[src/rtl/mips_pkg.sv]
// Shared definitions for the MIPS pipeline hazard/debug control block.
package mips_pkg;

  localparam int unsigned STATE_W = 2;

  typedef enum logic [STATE_W-1:0] {
    ST_IDLE = 2'd0,
    ST_RUN  = 2'd1,
    ST_STEP = 2'd2,
    ST_HALT = 2'd3
  } state_e;

  localparam int unsigned FWD_REGFILE = 0;
  localparam int unsigned REG_ZERO    = 0;

endpackage

[src/rtl/mips_fwd_select.sv]
// Priority forwarding match of one EX operand across the downstream stages.
module mips_fwd_select
  import mips_pkg::*;
#(
  parameter int unsigned REG_ADDR_W = 5,
  parameter int unsigned FWD_STAGES = 2,
  parameter int unsigned FWD_SEL_W  = $clog2(FWD_STAGES + 1)
) (
  input  logic [REG_ADDR_W-1:0]            i_operand,
  input  logic [FWD_STAGES*REG_ADDR_W-1:0] i_stage_rd,
  input  logic [FWD_STAGES-1:0]            i_stage_regwrite,
  output logic [FWD_SEL_W-1:0]             o_sel
);

  // Scan oldest to youngest so the youngest matching stage is the last writer.
  always_comb begin
    o_sel = FWD_SEL_W'(FWD_REGFILE);
    if (i_operand != REG_ADDR_W'(REG_ZERO)) begin
      for (int k = FWD_STAGES; k >= 1; k--) begin
        if (i_stage_regwrite[k-1] &&
            (i_stage_rd[k*REG_ADDR_W-1 -: REG_ADDR_W] == i_operand)) begin
          o_sel = FWD_SEL_W'(k);
        end
      end
    end
  end

endmodule

[src/rtl/mips_hazard_ctrl.sv]
// Forwarding, load-use stall, flush and run/step/halt gating for the 5-stage core,
// plus saturating cycle and stall counters for the debug unit.
module mips_hazard_ctrl
  import mips_pkg::*;
#(
  parameter int unsigned REG_ADDR_W = 5,
  parameter int unsigned FWD_STAGES = 2,
  parameter int unsigned FWD_SEL_W  = $clog2(FWD_STAGES + 1),
  parameter int unsigned CNT_W      = 32
) (
  input  logic                            i_clock,
  input  logic                            i_reset,
  input  logic                            i_run,
  input  logic                            i_step,
  input  logic [REG_ADDR_W-1:0]           i_rs_id,
  input  logic [REG_ADDR_W-1:0]           i_rt_id,
  input  logic [REG_ADDR_W-1:0]           i_rs_ex,
  input  logic [REG_ADDR_W-1:0]           i_rt_ex,
  input  logic [REG_ADDR_W-1:0]           i_rd_ex,
  input  logic                            i_memread_ex,
  input  logic [FWD_STAGES*REG_ADDR_W-1:0] i_stage_rd,
  input  logic [FWD_STAGES-1:0]           i_stage_regwrite,
  input  logic                            i_branch_taken,
  input  logic                            i_halt_wb,
  output logic [FWD_SEL_W-1:0]            o_fwd_a,
  output logic [FWD_SEL_W-1:0]            o_fwd_b,
  output logic                            o_pipe_en,
  output logic                            o_pc_en,
  output logic                            o_if_id_en,
  output logic                            o_if_id_flush,
  output logic                            o_id_ex_bubble,
  output logic [1:0]                      o_state,
  output logic                            o_halted,
  output logic [CNT_W-1:0]                o_cycle_cnt,
  output logic [CNT_W-1:0]                o_stall_cnt
);

  state_e           state_q, state_d;
  logic             halted_q, halted_d;
  logic [CNT_W-1:0] cycle_cnt_q, cycle_cnt_d;
  logic [CNT_W-1:0] stall_cnt_q, stall_cnt_d;
  logic             pipe_en_c;
  logic             stall_c;

  mips_fwd_select #(
    .REG_ADDR_W (REG_ADDR_W),
    .FWD_STAGES (FWD_STAGES),
    .FWD_SEL_W  (FWD_SEL_W)
  ) u_fwd_a (
    .i_operand        (i_rs_ex),
    .i_stage_rd       (i_stage_rd),
    .i_stage_regwrite (i_stage_regwrite),
    .o_sel            (o_fwd_a)
  );

  mips_fwd_select #(
    .REG_ADDR_W (REG_ADDR_W),
    .FWD_STAGES (FWD_STAGES),
    .FWD_SEL_W  (FWD_SEL_W)
  ) u_fwd_b (
    .i_operand        (i_rt_ex),
    .i_stage_rd       (i_stage_rd),
    .i_stage_regwrite (i_stage_regwrite),
    .o_sel            (o_fwd_b)
  );

  always_ff @(posedge i_clock or negedge i_reset) begin
    if (!i_reset) begin
      state_q     <= ST_IDLE;
      halted_q    <= 1'b0;
      cycle_cnt_q <= '0;
      stall_cnt_q <= '0;
    end else begin
      state_q     <= state_d;
      halted_q    <= halted_d;
      cycle_cnt_q <= cycle_cnt_d;
      stall_cnt_q <= stall_cnt_d;
    end
  end

  // Next state: a halt reaching WB while the pipe advances overrides everything.
  always_comb begin
    state_d = state_q;
    unique case (state_q)
      ST_IDLE: begin
        if (i_run)       state_d = ST_RUN;
        else if (i_step) state_d = ST_STEP;
      end
      ST_RUN:  if (!i_run) state_d = ST_IDLE;
      ST_STEP: state_d = ST_IDLE;
      ST_HALT: state_d = ST_HALT;
      default: state_d = ST_IDLE;
    endcase
    if (pipe_en_c && i_halt_wb) state_d = ST_HALT;
    halted_d = (state_d == ST_HALT);
  end

  // State-decoded global enable.
  always_comb begin
    pipe_en_c = 1'b0;
    if ((state_q == ST_RUN) || (state_q == ST_STEP)) pipe_en_c = 1'b1;
  end

  // Load-use hazard; a stall suppresses the branch flush so decode can retry it.
  always_comb begin
    stall_c = i_memread_ex && (i_rd_ex != REG_ADDR_W'(REG_ZERO)) &&
              ((i_rd_ex == i_rs_id) || (i_rd_ex == i_rt_id));
    o_pipe_en      = pipe_en_c;
    o_pc_en        = pipe_en_c && !stall_c;
    o_if_id_en     = pipe_en_c && !stall_c;
    o_id_ex_bubble = pipe_en_c && stall_c;
    o_if_id_flush  = pipe_en_c && i_branch_taken && !stall_c;
  end

  always_comb begin
    cycle_cnt_d = cycle_cnt_q;
    stall_cnt_d = stall_cnt_q;
    if (pipe_en_c && (cycle_cnt_q != '1)) cycle_cnt_d = cycle_cnt_q + CNT_W'(1);
    if (pipe_en_c && stall_c && (stall_cnt_q != '1)) stall_cnt_d = stall_cnt_q + CNT_W'(1);
  end

  assign o_state     = state_q;
  assign o_halted    = halted_q;
  assign o_cycle_cnt = cycle_cnt_q;
  assign o_stall_cnt = stall_cnt_q;

endmodule

[config.mk]
export PLATFORM = sky130hd
export DESIGN_NAME = mips_hazard_ctrl
export DESIGN_NICKNAME = d
export VERILOG_FILES = /design/src/rtl/mips_pkg.sv /design/src/rtl/mips_fwd_select.sv /design/src/rtl/mips_hazard_ctrl.sv
export SDC_FILE = /design/constraint.sdc
export NUM_CORES = 1
export LEC_CHECK = 0
export ABC_AREA = 1
export BUFFER_PORTS_ARGS = -buffer_cell sky130_fd_sc_hd__buf_2
export CAP_MARGIN = 20
export CORE_MARGIN = 3
export CORE_UTILIZATION = 45
export CTS_CLUSTER_DIAMETER = 50
export DETAILED_ROUTE_END_ITERATION = 10
export GPL_ROUTABILITY_DRIVEN = 0
export PLACE_DENSITY = 0.74
export SLEW_MARGIN = 15
export SYNTH_ARGS = -nofsm -noshare
export SYNTH_HDL_FRONTEND = slang
export SYNTH_HIERARCHICAL = 1
export SYNTH_SLANG_ARGS = --single-unit
export TNS_END_PERCENT = 10
[constraint.sdc]
create_clock -name i_clock -period 5.27 [get_ports i_clock]
set_input_delay 0.2635 -clock i_clock [delete_from_list [all_inputs] [get_ports i_clock]]
set_output_delay 0.2635 -clock i_clock [all_outputs]
set_load 0.03 [all_outputs]
==> results.md <==
* Leak at 3.28 nW
* Crit Path Max Fanout at 32
* Pin count of the biggest net entering global routing at 68
* Max_slew headroom at 41.4%
* DR vias/cell at 4.92
* Critical path's slowest cell: nand4_2
* Worst slew pin tran at 0.876 ns
* Clock Skew at 0.00574 ns
* Cell repeated most along the worst path: nand2_1
* Vias in the first global route at 4983
* Initial core utilization at 46.7%
* Die Wd at 113 um
* Ant diodes at 0
* CP top delay family: simple AND/OR/NAND/NOR gates
* Setup bufs post-CTS at 0
* Total CTS buffers at 9
* Fin crit period at 2.48 ns
* Initial antenna violation count at 0
* Count of final hold-check violations at 0
* Max-cap violation count at 0
* Share of the synthesized area in the top cell type at 32.7%
* Share of cells above drive strength 1 at 17.5%
* Final Cycle Share at 47.1%
* CP startpoint kind: register
* Seq/Total Area, Yosys at 32.7%
* Worst setup EP type: register
* CP bufs+invs at 1
* Dominant cells by area after synthesis: dfrtp_1 33%, nand2_1 29%, nor2_1 7.2%
* Hold_buf cts at 0
* Synth Instances at 823
* H-tree depth reported by CTS at 3
* Iter 0 DRT Violations at 428
* # port buffers at 119
* Outcome: finished clean
* Die Area at 12700 um2
* Final ANT Viol Nets at 0
* Clock slew at reported path FFs at 0.05 ns
* Placed insts at 1071
* CTS tree: built
* # DRC at 0
* Tightest Hold Check Type: in2async
* DPL Wire Length at 10400 um
* Worst-case reg-to-reg path depth at 9
* RSZ-0062 raised after global routing: false
* Max Clk Rate at 403 MHz
* Clock Latency Late Sink at 0.33 ns
* First-pass GRT wire length at 23000 um
* Non-filler instance count after layout at 1087
* Unique masters post-synth at 31
* Syn. warnings at 6
* FF-to-FF Start: o_stall_cnt[0]
* Row count at 38
* #FFs+latches synth at 67
* Syn Area/Cell at 6.23 um2
* CTS max path bufs at 2
* Final Max Slew Viols at 0
* Final #Nets at 991
* Grt total ovfl at 0
* Total track usage at 21.9%
* Vias at 5349
* Clk sinks at 67
* CTS root buf: clkbuf_16
* Fin util at 55.5%
* Setup CP Type: reg2reg
* Mapped cell area at 5120 um2
* Drt first pass iters at 6
* Routed length per instance at 12.5 um
* Layout area overhead at 18.9%
* PD cells at 304 nW/um2
* Reg2reg end: o_stall_cnt[13]
* Peak VDD IR at 0.430 mV
* Die Y at 113 um
* CP arrival at 2.70 ns
* Levels on crit path at 9
* Max incr delay on CP at 0.69 ns
* I/O pin count at 120
* Crit-path cells: ha_1 -> nand3_1 -> inv_1 -> nand2_1 -> nor2_1 -> nand3_1 -> nand4_2 -> nand2_1 -> nand2_1
* Resized Gates After CTS at 0
* Total Power Consumption at 1.85 mW
* Core box area at 11000 um2
* WL final at 13600 um
* WP data required at 5.49 ns
* Reg2Reg Setup Slack at 2.79 ns
* Top cell type by total area after synthesis: dfrtp_1
* Final setup viols at 0
* Worst hold slack at 0.108 ns
* Syn_nets at 872
* Final setup TNS at 0 ns
-- cells in the mapped netlist --
cell type,count
nand2_8,1
nand3_4,1
o31ai_1,1
o21ai_1,1
buf_2,4
nand4_2,1
nor3_2,4
nor3_1,23
o311ai_0,1
ha_1,5
inv_1,86
nand2_2,5
nor2_1,98
nand2_1,390
and2_1,1
inv_4,1
buf_6,2
nor3b_1,2
nand3_1,28
a21oi_1,1
buf_4,7
o21ai_2,6
nand3b_1,14
dfrtp_1,67
xor2_1,28
o21ai_0,6
nand4_1,9
nor2_2,2
xnor2_1,18
inv_2,9
nor2_4,1
-- kinds of logic (layout without fill, tap and decap cells) --
group	after synthesis	in the layout	synth area share, %
and+or+nand+nor	580	580	47.1
buffers and inverters	109	233	8.94
DFF	67	67	32.7
AOI/OAI and AO/OA	16	16	2.12
adders and majority gates	5	5	1.22
xor gates and xnor gates	46	46	7.86
-- worst max path at each step --
| stage | end | slack, ns | from |
|---|---|---|---|
| floorplan | o_if_id_flush | 2.61 | o_state[0] |
| global placement | o_stall_cnt[13] | 2.91 | o_stall_cnt[0] |
| detailed placement | o_stall_cnt[13] | 2.78 | o_stall_cnt[0] |
| CTS | o_stall_cnt[13] | 2.76 | o_stall_cnt[0] |
| global route | o_stall_cnt[28] | 2.48 | o_stall_cnt[0] |
| finish | o_stall_cnt[13] | 2.79 | o_stall_cnt[0] |
-- state kept, by name (all words and copies together) (netlist names) --
register,count
o_stall_cnt,32
o_halted,1
o_cycle_cnt,32
o_state,2
-- per-layer routing --
metal,routed length [um],share of wire [%],vias up,GRT usage [%]
li1,-,-,2746,-
met4,185,1.4,0,7.21
met5,0,0,-,0
met1,6480,48,2388,32.4
met2,5770,42,202,32.7
met3,1140,8.4,13,3.58
-- report_power, final --
group | switching [mW] | leakage, nW | internal, mW
Sequential | 0.0608 | 0.921 | 0.559
Combinational | 0.495 | 2.22 | 0.179
Clock | 0.217 | 0.137 | 0.343
Total | 0.773 | 3.28 | 1.08
-- layout by cell type, fill, tap and decap left out, types with 2 or more instances in the layout --
cell type / Yosys / routed
nand2_1: 390 / 390
buf_2: 4 / 119
nor2_1: 98 / 97
inv_1: 86 / 86
dfrtp_1: 67 / 67
nand3_1: 28 / 28
xor2_1: 28 / 28
nor3_1: 23 / 23
xnor2_1: 18 / 18
nand3b_1: 14 / 14
inv_2: 9 / 9
nand4_1: 9 / 9
clkbuf_16: 0 / 9
o21ai_0: 6 / 6
o21ai_2: 6 / 6
nand2_2: 5 / 5
ha_1: 5 / 5
nor3_2: 4 / 4
nor2_2: 2 / 3
clkbuf_1: 0 / 3
nor3b_1: 2 / 2
clkbuf_8: 0 / 2
clkinv_2: 0 / 2
buf_4: 7 / 2
-- final cells by class --
class | count | area [um2]
inverter | 96 | 363
fill | 1063 | 4890
multi-input combinational | 647 | 2990
tap | 140 | 175
timing repair buffer | 121 | 611
sequential | 67 | 1680
clock inverter | 2 | 10.0
clock buffer | 14 | 264
-- stage by stage --
| stage | cell area [um2] | setup slack [ns] |
|---|---|---|
| final | 6090 | 2.79 |
| after global routing | 6090 | 2.48 |
| after CTS | 6090 | 2.76 |
| after detailed placement | 5820 | 2.78 |
| after global placement | 5820 | 2.91 |
| after floorplan | 5120 | 2.61 |
Note: power is estimated with default switching activity, not from simulation.
